==> src/rtl/muldiv_pkg.sv <==
// muldiv_pkg: shared types and constants for the multiply/divide sequencer.
// Holds op/state enums, the divide-by-zero quotient value and counter width.
package muldiv_pkg;

    typedef enum logic [1:0] {
        MD_MULT  = 2'd0,
        MD_MULTU = 2'd1,
        MD_DIV   = 2'd2,
        MD_DIVU  = 2'd3
    } md_op_e;

    typedef enum logic [1:0] {
        ST_IDLE = 2'd0,
        ST_MUL  = 2'd1,
        ST_DIV  = 2'd2,
        ST_DONE = 2'd3
    } md_state_e;

    localparam logic [31:0] DIV_BY_ZERO_LO = 32'hFFFF_FFFF;
    localparam int CNT_W = $clog2(32);

    // Two's-complement magnitude when the operand is signed and negative.
    function automatic logic [31:0] mag32(input logic [31:0] x,
                                          input logic sgn);
        return (sgn && x[31]) ? (~x + 32'd1) : x;
    endfunction

endpackage

==> src/rtl/div_core.sv <==
// div_core: restoring iterative unsigned divider, one quotient bit per cycle.
// Ports: clk_i, rst_i (async active-low), start, dividend, divisor, abort,
//        quotient, remainder, last_iter (high during the final iteration).
module div_core
    import muldiv_pkg::*;
#(
    parameter int DIV_ITERS = 32
) (
    input  logic        clk_i,
    input  logic        rst_i,
    input  logic        start,
    input  logic [31:0] dividend,
    input  logic [31:0] divisor,
    input  logic        abort,
    output logic [31:0] quotient,
    output logic [31:0] remainder,
    output logic        last_iter
);

    localparam logic [CNT_W-1:0] LAST = CNT_W'(DIV_ITERS - 1);

    logic             active;
    logic [CNT_W-1:0] cnt;
    logic [31:0]      dsor;
    logic [32:0]      shifted;
    logic [32:0]      diff;

    // Partial remainder shifted left with the next dividend bit appended.
    assign shifted   = {remainder, quotient[31]};
    assign diff      = shifted - {1'b0, dsor};
    assign last_iter = active && (cnt == LAST);

    always_ff @(posedge clk_i or negedge rst_i) begin
        if (!rst_i) begin
            active    <= 1'b0;
            cnt       <= '0;
            dsor      <= '0;
            quotient  <= '0;
            remainder <= '0;
        end else if (abort) begin
            active <= 1'b0;
        end else if (start) begin
            active    <= 1'b1;
            cnt       <= '0;
            dsor      <= divisor;
            quotient  <= dividend;
            remainder <= '0;
        end else if (active) begin
            // diff[32] set means the trial subtract went negative: restore.
            if (!diff[32]) begin
                remainder <= diff[31:0];
                quotient  <= {quotient[30:0], 1'b1};
            end else begin
                remainder <= shifted[31:0];
                quotient  <= {quotient[30:0], 1'b0};
            end
            cnt <= cnt + CNT_W'(1);
            if (last_iter) begin
                active <= 1'b0;
            end
        end
    end

endmodule

==> src/rtl/muldiv_seq.sv <==
// muldiv_seq: multi-cycle MULT/MULTU/DIV/DIVU sequencer for the EX stage.
// Ports: clk_i, rst_i (async active-low), start_i, op_i, a_i, b_i, flush_i,
//        stall_o, busy_o, done_o (1-cycle pulse), hi_o, lo_o.
module muldiv_seq
    import muldiv_pkg::*;
#(
    parameter int MUL_LATENCY = 2,
    parameter int DIV_ITERS   = 32
) (
    input  logic        clk_i,
    input  logic        rst_i,
    input  logic        start_i,
    input  md_op_e      op_i,
    input  logic [31:0] a_i,
    input  logic [31:0] b_i,
    input  logic        flush_i,
    output logic        stall_o,
    output logic        busy_o,
    output logic        done_o,
    output logic [31:0] hi_o,
    output logic [31:0] lo_o
);

    localparam logic [CNT_W-1:0] MUL_LAST = CNT_W'(MUL_LATENCY - 1);

    md_state_e        state;
    md_state_e        state_nx;
    logic [CNT_W-1:0] cnt;

    logic        is_mul_q;
    logic        neg_q;
    logic        neg_r;
    logic        dz_q;
    logic [31:0] a_raw;
    logic [31:0] mag_a;
    logic [31:0] mag_b;
    logic [31:0] held_hi;
    logic [31:0] held_lo;
    logic [63:0] pipe [MUL_LATENCY];

    logic        accept;
    logic        in_sgn;
    logic        in_div;
    logic        b_zero;
    logic        div_start;
    logic        div_abort;
    logic        last_iter;
    logic [31:0] in_mag_a;
    logic [31:0] in_mag_b;
    logic [31:0] quo;
    logic [31:0] rem;
    logic [63:0] prod;
    logic [63:0] fin;

    assign accept    = (state == ST_IDLE) && start_i && !flush_i;
    assign in_sgn    = (op_i == MD_MULT) || (op_i == MD_DIV);
    assign in_div    = (op_i == MD_DIV) || (op_i == MD_DIVU);
    assign b_zero    = (b_i == 32'd0);
    assign in_mag_a  = mag32(a_i, in_sgn);
    assign in_mag_b  = mag32(b_i, in_sgn);
    assign div_start = accept && in_div && !b_zero;
    assign div_abort = flush_i && (state == ST_DIV);

    div_core #(
        .DIV_ITERS(DIV_ITERS)
    ) u_div (
        .clk_i    (clk_i),
        .rst_i    (rst_i),
        .start    (div_start),
        .dividend (in_mag_a),
        .divisor  (in_mag_b),
        .abort    (div_abort),
        .quotient (quo),
        .remainder(rem),
        .last_iter(last_iter)
    );

    always_comb begin
        state_nx = state;
        unique case (state)
            ST_IDLE: begin
                if (accept) begin
                    if (!in_div)     state_nx = ST_MUL;
                    else if (b_zero) state_nx = ST_DONE;
                    else             state_nx = ST_DIV;
                end
            end
            ST_MUL: begin
                if (flush_i)              state_nx = ST_IDLE;
                else if (cnt == MUL_LAST) state_nx = ST_DONE;
            end
            ST_DIV: begin
                if (flush_i)        state_nx = ST_IDLE;
                else if (last_iter) state_nx = ST_DONE;
            end
            ST_DONE: state_nx = ST_IDLE;
            default: state_nx = ST_IDLE;
        endcase
    end

    always_ff @(posedge clk_i or negedge rst_i) begin
        if (!rst_i) begin
            state <= ST_IDLE;
            cnt   <= '0;
        end else begin
            state <= state_nx;
            if (accept)                cnt <= '0;
            else if (state == ST_MUL)  cnt <= cnt + CNT_W'(1);
        end
    end

    always_ff @(posedge clk_i or negedge rst_i) begin
        if (!rst_i) begin
            is_mul_q <= 1'b0;
            neg_q    <= 1'b0;
            neg_r    <= 1'b0;
            dz_q     <= 1'b0;
            a_raw    <= '0;
            mag_a    <= '0;
            mag_b    <= '0;
        end else if (accept) begin
            is_mul_q <= !in_div;
            neg_q    <= in_sgn && (a_i[31] ^ b_i[31]);
            neg_r    <= in_sgn && a_i[31];
            dz_q     <= in_div && b_zero;
            a_raw    <= a_i;
            mag_a    <= in_mag_a;
            mag_b    <= in_mag_b;
        end
    end

    // Free-running product pipeline; operands are stable while in MUL.
    always_ff @(posedge clk_i or negedge rst_i) begin
        if (!rst_i) begin
            for (int i = 0; i < MUL_LATENCY; i++) pipe[i] <= '0;
        end else begin
            pipe[0] <= {32'd0, mag_a} * {32'd0, mag_b};
            for (int i = 1; i < MUL_LATENCY; i++) pipe[i] <= pipe[i-1];
        end
    end

    assign prod = pipe[MUL_LATENCY-1];

    always_comb begin
        fin = '0;
        if (dz_q) begin
            fin = {a_raw, DIV_BY_ZERO_LO};
        end else if (is_mul_q) begin
            fin = neg_q ? -prod : prod;
        end else begin
            fin[63:32] = neg_r ? -rem : rem;
            fin[31:0]  = neg_q ? -quo : quo;
        end
    end

    always_ff @(posedge clk_i or negedge rst_i) begin
        if (!rst_i) begin
            held_hi <= '0;
            held_lo <= '0;
        end else if (state == ST_DONE) begin
            held_hi <= fin[63:32];
            held_lo <= fin[31:0];
        end
    end

    // DONE presents the fresh result; otherwise the last one is held.
    assign done_o  = (state == ST_DONE);
    assign busy_o  = (state != ST_IDLE);
    assign stall_o = accept || (state == ST_MUL) || (state == ST_DIV);
    assign hi_o    = done_o ? fin[63:32] : held_hi;
    assign lo_o    = done_o ? fin[31:0] : held_lo;

endmodule

==> config.mk <==
export PLATFORM = sky130hd
export DESIGN_NAME = muldiv_seq
export DESIGN_NICKNAME = d
export VERILOG_FILES = /design/src/rtl/muldiv_pkg.sv /design/src/rtl/div_core.sv /design/src/rtl/muldiv_seq.sv
export SDC_FILE = /design/constraint.sdc
export NUM_CORES = 2
export LEC_CHECK = 0
export ABC_AREA = 1
export CORE_MARGIN = 8
export CORE_UTILIZATION = 55
export CTS_CLUSTER_SIZE = 8
export DETAILED_ROUTE_END_ITERATION = 16
export PLACE_DENSITY = 0.81
export SLEW_MARGIN = 0
export SYNTH_ARGS = -nofsm -noshare
export SYNTH_HDL_FRONTEND = slang
export SYNTH_SLANG_ARGS = --single-unit
==> constraint.sdc <==
create_clock -name clk_i -period 11.6 [get_ports clk_i]
set_input_delay 1.74 -clock clk_i [delete_from_list [all_inputs] [get_ports clk_i]]
set_output_delay 1.74 -clock clk_i [all_outputs]
set_load 0.02 [all_outputs]
==> out/qor.log <==
[clock_network] Inserted Clock Buffers 57
[yosys] Post-synth EDFFs 0
[layout] fill cell count 9707
[clock_network] Longest Clk Path Bufs 3
[worst_setup_path] Critical Path Slowest Stage Cell dfrtp_1
[worst_setup_path] number of cells on the worst reg-to-reg path 21
[sta] worst max-slew margin expressed relative to the limit 26.9%
[grt] via count of the first global-routing pass 54.2k
[worst_setup_path] delay of the slowest critical-path stage 890 ps
[yosys] Mean Syn Cell Area 7.22 sq um
[worst_setup_path] arrival time at the worst endpoint 8080 ps
[grt] Overall Global Routing Usage 32.8%
[placement] HPWL after DPL 154000 um
[worst_setup_path] highest net fanout along the worst path 19
[placement] count of input and output buffers 136
[layout] post-layout instance area 62900 sq um
[routing] count of antenna-violating nets left after detailed routing 0
[sta] setup_tns 0 ps
[layout] Final Net Count 9361
[status] outcome finished clean
[sta] share of the clock period used by the worst path 65.3%
[yosys] share of synthesized area occupied by flip-flops and latches 17.0%
[floorplan] Std-Cell Core Area 107000 sq um
[yosys] FFs w/ async S/R, synth 100%
[worst_setup_path] Critical Path Most Common Cell fa_1
[sta] crit path time final 7580 ps
[worst_setup_path] cell chain of the critical path buf_4 > nand2_1 > fa_1 > inv_1 > fa_1 > fa_1 > inv_1 > fa_1 > inv_1 > ha_1 > ha_1 > fa_1 > inv_1 > fa_1 > inv_1 > ha_1 > a21oi_1 > o21ai_0 > a21oi_1 > nand3_1 > xor2_1
[run] number of maximum-capacitance violations 0
[placement] pre-CTS worst setup slack 4130 ps
[layout] share of layout cells above drive strength 1 2.57%
[sta] RSZ-0062 raised after global routing no
[routing] drt first-iter violations 4800
[yosys] Distinct cells, synth 52
[floorplan] Top Ports 137
[layout] commonest cells after routing, fill and taps aside 2404 x nand2_1, 1993 x inv_1, 897 x fa_1, 548 x nor2_1, 394 x dfrtp_1
[worst_setup_path] type of the setup path with the least slack reg2reg
[clock_network] CTS tree done
[routing] detail-routed via count per cell 5.56
[layout] area of combinational cells with multiple inputs 40000 sq um
[grt] number of antenna violations at the first check in global routing 1
[yosys] Ys Warns 0
[routing] Total Wirelength 194000 um
[floorplan] Die ar. 118000 sq um
[routing] number of search-and-repair iterations in the first detailed-routing pass 9
[clock_network] Clock transition at path regs 50 ps
[worst_hold_path] path class of the lowest-slack min-delay path reg2reg
[grt] remaining global-route overflow 0
[worst_setup_path] CP Buf/Inv Count 6
[worst_hold_path] Worst Hold Path Cells 0
[sta] clk_skew 60.9 ps
[routing] average detailed-routed wire length per instance 20.4 um
[clock_network] clock root cell clkbuf_16
[sta] Final Hold Fails 0
[placement] Routability Congestion 1.03
[worst_setup_path] count of cell instances traversed by the critical path 21
[sta] total of endpoints with negative setup slack in the final report 0
[sta] worst-case setup margin in the final layout 4020 ps
[yosys] number of nets produced by synthesis 9453
[routing] Vias 52.8k
[yosys] post-synthesis instance area 59000 sq um
[placement] Placed Area 61300 sq um
[worst_setup_path] family with the most delay on the worst path adder cells
[layout] layout overhead on the synthesized area 6.56%
[layout] sequential cell area 10000 sq um
[floorplan] Initial Util 55.3%
[worst_setup_path] CP required 12100 ps
[grt] maximum number of pins on one net before global-route repair 154
[yosys] top flip-flop cell by instance count after synthesis dfrtp_1
[floorplan] die height 344 um
[grt] global-route wire length before repair 300000 um
[clock_network] Resized cells post-CTS 0
[layout] most common cell after layout, fill and taps aside nand2_1
[clock_network] setup bufs post-CTS 0
[clock_network] CTS H-tree lvls 2
[floorplan] die width 344 um
[worst_setup_path] kind of launch point of the worst setup path flip-flop
[routing] DRC violations left 0
[clock_network] clock insertion delay at the later pin of the skew report 670 ps
[clock_network] Hold-fix buffers, CTS 0
[sta] Worst-Margin Slew 1090 ps
[floorplan] Row Count 120
[sta] number of max-slew violations in the final report 0
[yosys] count of state elements after synthesis 400
[yosys] number of standard cells after synthesis 8177
[clock_network] clock tree sinks 400
[sta] f_max 132 MHz
[worst_setup_path] kind of capture point of the worst setup path flip-flop
## synthesized netlist by cell type, types with 2 or more instances
cell / number / area, sq um
nand4_1: 71 / 444
xor2_1: 61 / 534
clkbuf_1: 317 / 1190
o211ai_1: 11 / 82.6
nor2_4: 3 / 33.8
xnor2_1: 19 / 166
buf_1: 15 / 56.3
nand3_1: 390 / 1950
nor4_1: 5 / 31.3
inv_2: 5 / 18.8
o21a_1: 3 / 22.5
a22oi_1: 6 / 45.0
buf_6: 11 / 124
nand2_1: 2404 / 9020
o21ai_0: 268 / 1340
nand3b_1: 22 / 165
nor3_1: 50 / 250
buf_2: 23 / 115
and2_1: 9 / 56.3
o31ai_1: 2 / 15.0
a21o_1: 11 / 82.6
o21ai_1: 20 / 100
nand2_4: 4 / 45.0
a31oi_1: 25 / 156
fa_1: 897 / 18000
ha_1: 309 / 3870
a21oi_1: 173 / 866
dfrtp_1: 400 / 10000
nor2_1: 548 / 2060
or2_2: 11 / 68.8
nand2_2: 15 / 93.8
o22ai_1: 29 / 181
a21boi_0: 5 / 37.5
nor2_2: 9 / 56.3
o21bai_1: 13 / 97.6
and3_1: 3 / 18.8
inv_1: 1995 / 7490
## registers in the layout, summed over array words and instances (netlist names), 32 cells and up
name / count
a_raw: 32
held_hi: 32
held_lo: 32
mag_b: 32
pipe: 64
prod: 64
u_div.dsor: 32
u_div.quotient: 32
u_div.remainder: 32
## routing by layer
layer	vias up	wire length, um	GRT usage (%)
met5	-	0	0
met4	0	12600	18.1
met3	756	16800	4.94
met2	2746	92200	54.9
met1	25600	72000	40.7
li1	23700	-	-
## cell type report
type	instances	area share (%)
clock inverter	5	0.199
tap	1403	2.79
clock buffer	67	2.36
sequential	400	15.9
multi-input combinational	5408	63.6
antenna	1	0.00398
inverter	2001	11.9
timing repair buffer	217	3.16
## metrics by stage
| step | utilization, % | hold WS, ps | instances |
|---|---|---|---|
| 2_1_floorplan | - | 331 | 8177 |
| 3_3_place_gp | 57.4 | 333 | 9429 |
| 3_5_place_dp | 57.4 | 335 | 9429 |
| 4_1_cts | 58.9 | 341 | 9501 |
| 5_1_grt | 58.9 | 350 | 9501 |
| 6_report | 58.9 | 338 | 9502 |
## cell families after synthesis
family                     count (synthesis)  synth area share [%]
buffers and inverters                   2369                  15.3
DFF                                      400                  17.0
xor gates and xnor gates                  80                  1.19
and+or+nand+nor                         3551                  24.4
adders and majority gates               1206                  37.0
AOI/OAI and AO/OA                        571                  5.21
## worst paths after layout
kind / start / end / slack [ps]
setup / recovery: a_raw[0]$_DFFE_PN0P_ / pipe[85]$_DFF_PN0_ / 4020
setup reg to reg: a_raw[0]$_DFFE_PN0P_ / pipe[85]$_DFF_PN0_ / 4020
hold / removal: pipe[117]$_DFF_PN0_ / prod[53]$_DFF_PN0_ / 340
max in group asynchronous: rst_i / mag_a[27]$_DFFE_PN0P_ / 8190
hold reg to reg: pipe[117]$_DFF_PN0_ / prod[53]$_DFF_PN0_ / 340
min in group asynchronous: rst_i / held_hi[28]$_DFF_PN0_ / 1100
Power is not shown: default switching activity piles up to over one toggle a cycle in this logic, so the estimate is an artifact.
